<file path="src/rtl/mem_arbiter.sv">
// Two-requester round-robin arbiter in front of a single memory port.
// Requests pass through combinationally while granted; a wait counter aborts stalled transfers.
module mem_arbiter #(
    parameter int unsigned TIMEOUT = 255
) (
    input  logic        clk,
    input  logic        reset,
    input  logic        m0_valid,
    input  logic        m0_instr,
    input  logic [31:0] m0_addr,
    input  logic [31:0] m0_wdata,
    input  logic [3:0]  m0_wstrb,
    output logic        m0_ready,
    output logic [31:0] m0_rdata,
    input  logic        m1_valid,
    input  logic        m1_instr,
    input  logic [31:0] m1_addr,
    input  logic [31:0] m1_wdata,
    input  logic [3:0]  m1_wstrb,
    output logic        m1_ready,
    output logic [31:0] m1_rdata,
    output logic        mem_valid,
    output logic        mem_instr,
    output logic [31:0] mem_addr,
    output logic [31:0] mem_wdata,
    output logic [3:0]  mem_wstrb,
    input  logic        mem_ready,
    input  logic [31:0] mem_rdata,
    output logic        timeout
);

    typedef enum logic [1:0] {
        IDLE  = 2'd0,
        BUSY0 = 2'd1,
        BUSY1 = 2'd2
    } state_e;

    localparam logic [15:0] WCNT_LAST = 16'(TIMEOUT - 1);

    state_e      state_q, state_d;
    logic        last_q, last_d;
    logic [15:0] wcnt_q, wcnt_d;

    logic busy, sel, req_vld, done, tmo;

    always_comb begin
        busy    = (state_q != IDLE);
        sel     = (state_q == BUSY1);
        req_vld = sel ? m1_valid : m0_valid;
        // A dropped request masks both completion and timeout.
        done    = busy & req_vld & mem_ready;
        tmo     = busy & req_vld & ~mem_ready & (wcnt_q == WCNT_LAST);
    end

    always_comb begin
        mem_valid = 1'b0;
        mem_instr = 1'b0;
        mem_addr  = '0;
        mem_wdata = '0;
        mem_wstrb = '0;
        if (busy) begin
            mem_valid = sel ? m1_valid : m0_valid;
            mem_instr = sel ? m1_instr : m0_instr;
            mem_addr  = sel ? m1_addr  : m0_addr;
            mem_wdata = sel ? m1_wdata : m0_wdata;
            mem_wstrb = sel ? m1_wstrb : m0_wstrb;
        end
    end

    always_comb begin
        timeout  = tmo;
        m0_ready = (state_q == BUSY0) & (done | tmo);
        m1_ready = (state_q == BUSY1) & (done | tmo);
        m0_rdata = ((state_q == BUSY0) && done) ? mem_rdata : 32'h0;
        m1_rdata = ((state_q == BUSY1) && done) ? mem_rdata : 32'h0;
    end

    always_comb begin
        state_d = state_q;
        last_d  = last_q;
        wcnt_d  = wcnt_q;
        case (state_q)
            IDLE: begin
                wcnt_d = '0;
                if (m0_valid && m1_valid) state_d = last_q ? BUSY0 : BUSY1;
                else if (m0_valid)        state_d = BUSY0;
                else if (m1_valid)        state_d = BUSY1;
            end
            BUSY0, BUSY1: begin
                if (!req_vld) begin
                    state_d = IDLE;
                end else if (done || tmo) begin
                    state_d = IDLE;
                    last_d  = sel;
                end else if (wcnt_q != 16'hFFFF) begin
                    wcnt_d = wcnt_q + 16'd1;
                end
            end
            default: state_d = IDLE;
        endcase
    end

    always_ff @(posedge clk or negedge reset) begin
        if (!reset) begin
            state_q <= IDLE;
            last_q  <= 1'b1;
            wcnt_q  <= '0;
        end else begin
            state_q <= state_d;
            last_q  <= last_d;
            wcnt_q  <= wcnt_d;
        end
    end

endmodule

</file>
<file path="config.mk">
export PLATFORM = sky130hd
export DESIGN_NAME = mem_arbiter
export DESIGN_NICKNAME = d
export VERILOG_FILES = /design/src/rtl/mem_arbiter.sv
export SDC_FILE = /design/constraint.sdc
export NUM_CORES = 1
export LEC_CHECK = 0
export CAP_MARGIN = 20
export CORE_AREA = 3 3 119 121
export CTS_BUF_LIST = sky130_fd_sc_hd__clkbuf_8
export CTS_CLUSTER_SIZE = 16
export DETAILED_ROUTE_END_ITERATION = 12
export DIE_AREA = 0 0 122 124
export SLEW_MARGIN = 15
export SYNTH_ARGS = -nofsm -noshare
export SYNTH_HDL_FRONTEND = slang
export SYNTH_SLANG_ARGS = --single-unit
</file>
<file path="constraint.sdc">
create_clock -name clk -period 2.6 [get_ports clk]
set_clock_uncertainty 0.2 [all_clocks]
set_input_delay 0.39 -clock clk [delete_from_list [all_inputs] [get_ports clk]]
set_output_delay 0.39 -clock clk [all_outputs]
set_load 0.005 [all_outputs]
</file>
==> summary.txt, run 1 <==
Routing
  – Vias: 4373
  – Drt drc: 0
  – Wire per inst: 20.5 um
  – Wl on met1: 8880 um
  – Met3 WL: 1700 um
  – Vias per cell: 4.68
  – ANT nets after route: 0
  – Wire length on met2: 8560 um
  – DRT Pass-1 Iters: 5
  – Top sig layer: met4
  – WL final: 19200 um
  – Iteration-0 DRC Markers: 264

Timing
  – Final worst slack: -0.0779 ns
  – Fin Hold WS: 0.265 ns
  – Max Slew Vio Count: 0
  – Worst Tran Pin Value: 0.589 ns
  – Rel. slew slack: 0.604
  – Fin Setup TNS: -0.396 ns
  – Period minus WS final: 2.68 ns
  – Final setup viols: 9
  – Final hold violations: 0
  – Fmax: 373 MHz
  – RSZ-0062 raised after global routing: true
  – Final period util: 1.03

Floorplanning
  – # rows: 42
  – DIE AREA: 15100 um^2
  – Die extent in x: 122 um
  – Core Box Area: 13200 um^2
  – I/O pin total: 312
  – Initial Util: 0.215
  – Chip Height: 124 um

Placed design
  – Pre-CTS setup slack: -0.461 ns
  – Dpl cells: 898
  – # port buffers: 311
  – Post-DP HPWL: 15300 um
  – Routability congestion estimate: 0.849

Synthesis
  – Synth cell types: 51
  – Seq/Total Area, Yosys: 0.168
  – EDFF count, synth: 0
  – Cells after Synth: 377
  – Synth Register Bits: 19
  – YS warnings: 0
  – Top_reg_cell synth: dfrtp_1
  – Ys async rst share: 1.00
  – Mapped cell area: 2840 um^2
  – Syn_nets: 557
  – Avg Synthesized Cell Area: 7.54 um^2

Critical path
  – Crit start category: flip-flop
  – Crit path launch: state_q[0]
  – CP Max Fanout: 11
  – R2R Path End: wcnt_q[15]
  – Worst r2r src: state_q[0]
  – Worst EP arrival: 2.09 ns
  – R2R Setup Slk: 0.09 ns
  – Crit path capture type: output port
  – Class of the most critical setup path: flip-flop to output port
  – CP peak stage delay: 0.45 ns
  – CP max stage cell: clkdlybuf4s50_1
  – Critical Path RT: 2.01 ns
  – Crit path cell chain: inv_2 > ha_4 > buf_12 > mux2i_2 > nor2_4 > buf_4 > clkdlybuf4s50_1
  – Reg2Reg Depth: 10

Clock tree
  – TritonCTS Buffers: 3
  – CTS tree: built
  – Clock Sinks: 19
  – Clock Pin Slew Worst Setup and Hold Paths: 0.08 ns
  – CTS root buffer: clkbuf_8
  – Clk_lat worst skew: 0.26 ns
  – Clk buf depth: 2
  – # H-tree levels: 1

Final layout
  – Area Overhead vs Synth: 159%
  – Finished Core Util: 0.559
  – Final cell count without fillers: 935
  – Share of cells above drive strength 1: 0.371
  – Most common cell after layout, fill and taps aside: clkdlybuf4s50_1
  – Net count, final: 939
  – Commonest non-fill, non-tap cells in the layout: clkdlybuf4s50_1 (184), buf_4 (69), clkbuf_2 (52)

Flow run
  – Max-Cap Viols: 0

Global route
  – First-pass GRT wire length: 25400 um
  – Largest net degree at the start of global routing: 30
  – Initial antenna violation count: 1
  – Vias in the first global route: 4011
  – GRT overflow: 0
  – GRT Total Usage: 0.223

Min path
  – HP Class: input pin to async pin

Status
  – Violations in the final reports: negative setup slack
  – Status: finished, violations left

Power
  – Max IR drop VDD: 0.000427 V
  – Cell Pwr Density: 755 nW/um^2
  – Leak pwr: 3.45 nW
area by class of cell:
cell class	instances	area [um^2]
fill	1198	5820
clock buffer	3	41.3
antenna	1	2.50
sequential	19	477
timing repair buffer	407	3900
multi-input combinational	320	2690
tap	176	220
inverter	8	30.0
clock inverter	1	5.00
Yosys cell counts, drive strengths merged, types with 3 or more instances:
cell | n | area share
nor2 | 72 | 0.096
mux2i | 71 | 0.25
and2 | 66 | 0.15
buf | 18 | 0.033
dfrtp | 18 | 0.16
nand2 | 15 | 0.020
nand3 | 14 | 0.026
clkbuf | 12 | 0.016
inv | 8 | 0.011
o21ai | 7 | 0.012
or4 | 6 | 0.016
and3 | 5 | 0.011
ha | 5 | 0.022
nand4 | 5 | 0.013
nor3 | 5 | 0.012
o211ai | 5 | 0.013
o311ai | 5 | 0.015
a2bb2oi | 4 | 0.018
and4 | 4 | 0.012
or3 | 4 | 0.0088
a21oi | 3 | 0.0053
nor2b | 3 | 0.0066
cell families (layout without fill, tap and decap cells):
kind of cell / count (synthesis) / in the layout / share of synthesized area
AO/OA/AOI/OAI: 37 / 37 / 0.102
adder cells (fa/ha/maj): 5 / 5 / 0.0220
buffers and inverters: 38 / 419 / 0.0599
flip-flops: 19 / 19 / 0.168
multiplexers: 72 / 72 / 0.258
other: 0 / 1 / 0
AND/OR/NAND/NOR: 206 / 206 / 0.390
critical path, delay by kind of cell, from the launching register on:
kind          cells  cell delay [ns]
flops             1             0.39
simple gates      1             0.07
fa+ha+maj         1             0.19
mux               1             0.35
buf+inv           4             0.83
power by group:
group	internal (mW)	leakage, nW	switching (mW)
Combinational	2.73	3.17	2.21
Clock	0.107	0.0255	0.103
Sequential	0.367	0.255	0.0427
state kept, by name, summed over array words and instances, names as in the netlist:
signal / cells
state_q: 2
wcnt_q: 16
last_q: 1
stage by stage:
step	instance area, um^2	total power [mW]
floorplan	2840	2.05
global placement	6590	4.41
detailed placement	6590	4.44
CTS	7030	5.20
global route	7370	5.87
finish	7370	5.56
repair_timing:
item                       in CTS  in global routing
hold buffers                    0                  0
hold endpoints to repair        0                  0
gates cloned                    6                  5
pin swaps                      11                 20
gates resized for setup       263                208
setup endpoints to repair     131                100
buffers inserted                7                 16
per-layer routing:
| layer | track usage | vias to the layer above |
|---|---|---|
| met2 | 0.335 | 215 |
| li1 | - | 2097 |
| met3 | 0.0495 | 6 |
| met5 | 0 | - |
| met4 | 0.00630 | 0 |
| met1 | 0.343 | 2055 |
worst max path at each step:
stage                         end  slack, ns  cells past startpoint
floorplan            m0_rdata[10]       0.28                      8
global placement         m0_ready      -0.42                      7
detailed placement       m0_ready      -0.46                      7
CTS                 mem_wdata[16]      -0.18                      8
global route        mem_wdata[12]      -0.14                      7
finish               mem_wdata[3]      -0.08                      7
No activity file was read; power rests on OpenSTA's default activity.
==> inputs of run 2 (changes only) <==
==> constraint.sdc (replaced) <==
create_clock -name clk -period 2.6 [get_ports clk]
set_clock_uncertainty 0.2 [all_clocks]
set_input_delay 0.65 -clock clk [delete_from_list [all_inputs] [get_ports clk]]
set_output_delay 0.65 -clock clk [all_outputs]
set_load 0.005 [all_outputs]
==> run 2 against run 1 <==
The run still ends with negative setup slack left. Hold slack better by 0.13 ns. Combinational power up 23%. Register-to-register slack better by 0.02 ns. Core utilization up 5.7 points. Via count up 4.9%. Maximum frequency down 8.9%. Final cell count up 2.5%. Non-clock buffer count up 23. Count of clock-buffer cells in the layout unchanged. Power up 21%. Sequential share of layout area down 0.60 points. Largest cell class unchanged.
==> summary.txt, run 2 (synthesis gave the netlist of run 1 again) <==
Status
  – Status: finished, violations left (unchanged)
  – Violations in the final reports: negative setup slack (unchanged)

Placed design
  – # port buffers: 311 (unchanged)
  – Post-DP HPWL: 15600 um (was 15300 um)
  – Routability congestion estimate: 0.875 (was 0.849)
  – Dpl cell area: 6720 um^2 (was 6590 um^2)

Critical path
  – Crit path capture type: output port (unchanged)
  – Worst EP arrival: 2.09 ns (about the same)
  – CP Max Fanout: 5 (was 11)
  – R2R Setup Slk: 0.11 ns (was 0.09 ns)
  – Critical Path RT: 1.75 ns (was 2.01 ns)
  – Reg2Reg Depth: 10 (unchanged)
  – Crit start category: flip-flop (unchanged)
  – Class of the most critical setup path: flip-flop to output port (unchanged)
  – R2R Path End: wcnt_q[2] (was wcnt_q[15])
  – Worst r2r src: state_q[0] (unchanged)

Final layout
  – Most flop-heavy register: wcnt_q (unchanged)
  – Top flop regs: wcnt_q x16, state_q x2, last_q x1 (unchanged)
  – Net count, final: 962 (was 939)
  – Finished Core Util: 0.616 (was 0.559)
  – Finished Cell Area: 8130 um^2 (was 7370 um^2)
  – Commonest non-fill, non-tap cells in the layout: clkdlybuf4s50_1 (171), buf_6 (88), buf_4 (57) (was clkdlybuf4s50_1 (184), buf_4 (69), clkbuf_2 (52))
  – Max reg flops: 16 (unchanged)
  – Share of cells above drive strength 1: 0.493 (was 0.371)
  – Most common cell after layout, fill and taps aside: clkdlybuf4s50_1 (unchanged)
  – Area Overhead vs Synth: 186% (was 159%)

Routing
  – WL final: 21700 um (was 19200 um)
  – DRT Pass-1 Iters: 4 (was 5)
  – Wire per inst: 22.6 um (was 20.5 um)
  – ANT nets after route: 0 (unchanged)
  – Vias per cell: 4.79 (was 4.68)
  – Drt drc: 0 (unchanged)
  – Iteration-0 DRC Markers: 218 (was 264)
  – Vias: 4587 (was 4373)

Timing
  – Rel. slew slack: 0.556 (was 0.604)
  – Worst Tran Pin Value: 0.661 ns (was 0.589 ns)
  – RSZ-0062 raised after global routing: true (unchanged)
  – Final period util: 1.13 (was 1.03)
  – Final hold violations: 0 (unchanged)
  – Final worst slack: -0.340 ns (was -0.0779 ns)
  – Final setup viols: 125 (was 9)
  – Max Slew Vio Count: 0 (unchanged)
  – Fmax: 340 MHz (was 373 MHz)
  – Period minus WS final: 2.94 ns (was 2.68 ns)
  – Fin Setup TNS: -23.46 ns (was -0.396 ns)
  – Fin Hold WS: 0.396 ns (was 0.265 ns)

Power
  – Seq pwr share: 0.061 (was 0.074)
  – Cell Pwr Density: 827 nW/um^2 (was 755 nW/um^2)
  – Sw Share: 0.421 (was 0.424)
  – Gate power share: 0.907 (was 0.889)
  – Sw Pwr: 2.83 mW (was 2.36 mW)
  – Leak pwr: 3.55 nW (was 3.45 nW)
  – Clk pwr share: 0.033 (was 0.038)
  – Total chip power: 6.72 mW (was 5.56 mW)
  – Pint: 3.89 mW (was 3.21 mW)
  – Max IR drop VDD: 0.000470 V (was 0.000427 V)

Clock tree
  – TritonCTS Buffers: 3 (unchanged)
  – Clock Sinks: 19 (unchanged)
  – Clock Pin Slew Worst Setup and Hold Paths: 0.08 ns (about the same)
  – CTS root buffer: clkbuf_8 (unchanged)
  – Clk buf depth: 2 (unchanged)
  – # H-tree levels: 1 (unchanged)
  – CTS tree: built (unchanged)
  – # hold bufs at CTS: 0 (unchanged)
  – Clk_lat worst skew: 0.27 ns (was 0.26 ns)

Min path
  – Hold path cells: 2
  – WHS Endpoint: wcnt_q[1]
  – HP Start: wcnt_q[1]
  – HP Class: flip-flop to flip-flop (was input pin to async pin)

Global route
  – GRT overflow: 0 (unchanged)
  – GRT Total Usage: 0.239 (was 0.223)
  – Initial antenna violation count: 2 (was 1)
  – Vias in the first global route: 4388 (was 4011)
  – First-pass GRT wire length: 27400 um (was 25400 um)
  – Largest net degree at the start of global routing: 23 (was 30)

Flow run
  – Max-Cap Viols: 0 (unchanged)

Floorplanning
  – Core Box Area: 13200 um^2 (unchanged)
  – # rows: 42 (unchanged)
  – Chip Height: 124 um (unchanged)
  – Die extent in x: 122 um (unchanged)
  – DIE AREA: 15100 um^2 (unchanged)
  – I/O pin total: 312 (unchanged)
  – Initial Util: 0.215 (unchanged)
[run 2: cell count changes in the layout (fill, tap and decap cells not counted), sizes merged, moves of 2 or more]
cell / before / now
bufbuf: 3 / 1
buf: 117 / 196
dlymetal6s2s: 17 / 2
clkdlybuf4s50: 184 / 171
clkbuf: 59 / 43
dlygate4sd2: 25 / 16
[run 2: worst max-delay path: stages, from the launching register on]
cell and delay, ns:
dfrtp_1 0.39, inv_2 0.08, ha_4 0.21, mux2i_4 0.29, nor2_4 0.06, buf_6 0.11
and3_4 0.19, buf_6 0.13, buf_6 0.10, and2_4 0.14, buf_6 0.11
[run 2: layer usage]
metal  global-route usage  wire length (um)  share of wire
met5                    0                 7        0.00032
met3               0.0654              2230           0.10
met4               0.0161               250          0.012
met1                0.341              8730           0.40
met2                0.378             10500           0.48
[run 2: worst max-delay path by stage]
stage / from / endpoint / slack [ns]
floorplan: state_q[0] / m0_rdata[10] / 0.02
global placement: mem_ready / m0_ready / -0.96
detailed placement: mem_ready / m0_ready / -0.94
CTS: state_q[0] / mem_wdata[11] / -0.43
global route: state_q[0] / m1_rdata[15] / -0.41
finish: state_q[0] / m0_rdata[16] / -0.34
[run 2: area by class of cell]
cell class	instances	area, um^2
sequential	19	477
fill	1068	5060
tap	176	220
inverter	8	32.5
timing repair buffer	430	4320
multi-input combinational	320	3040
clock buffer	3	41.3
clock inverter	1	3.75
antenna	1	2.50
[run 2: metrics by stage]
stage,setup WS (ns),cells
finish,-0.340,958
floorplan,0.0235,377
global placement,-0.959,910
global route,-0.409,958
CTS,-0.431,944
detailed placement,-0.940,910
[run 2: what timing repair did]
item / CTS / global route
resized for setup: 502 / 257
buffers inserted: 21 / 36
gates cloned: 9 / 2
endpoints found under the setup margin: 139 / 140
pin swaps: 40 / 35
[run 2: power by group through the flow]
stage / clock [mW] / sequential, mW / combinational [mW]
2_1_floorplan: 0 / 0.433 / 1.62
3_3_place_gp: 0 / 0.408 / 4.16
3_5_place_dp: 0 / 0.410 / 4.21
4_1_cts: 0.221 / 0.405 / 5.14
5_1_grt: 0.237 / 0.412 / 6.39
6_report: 0.221 / 0.407 / 6.10
==> inputs of run 3 (changes only) <==
GPL_ROUTABILITY_DRIVEN = 0   (was default)
==> results of run 3 <==
The final DEF is identical to that of run 2; final timing and power are the same.
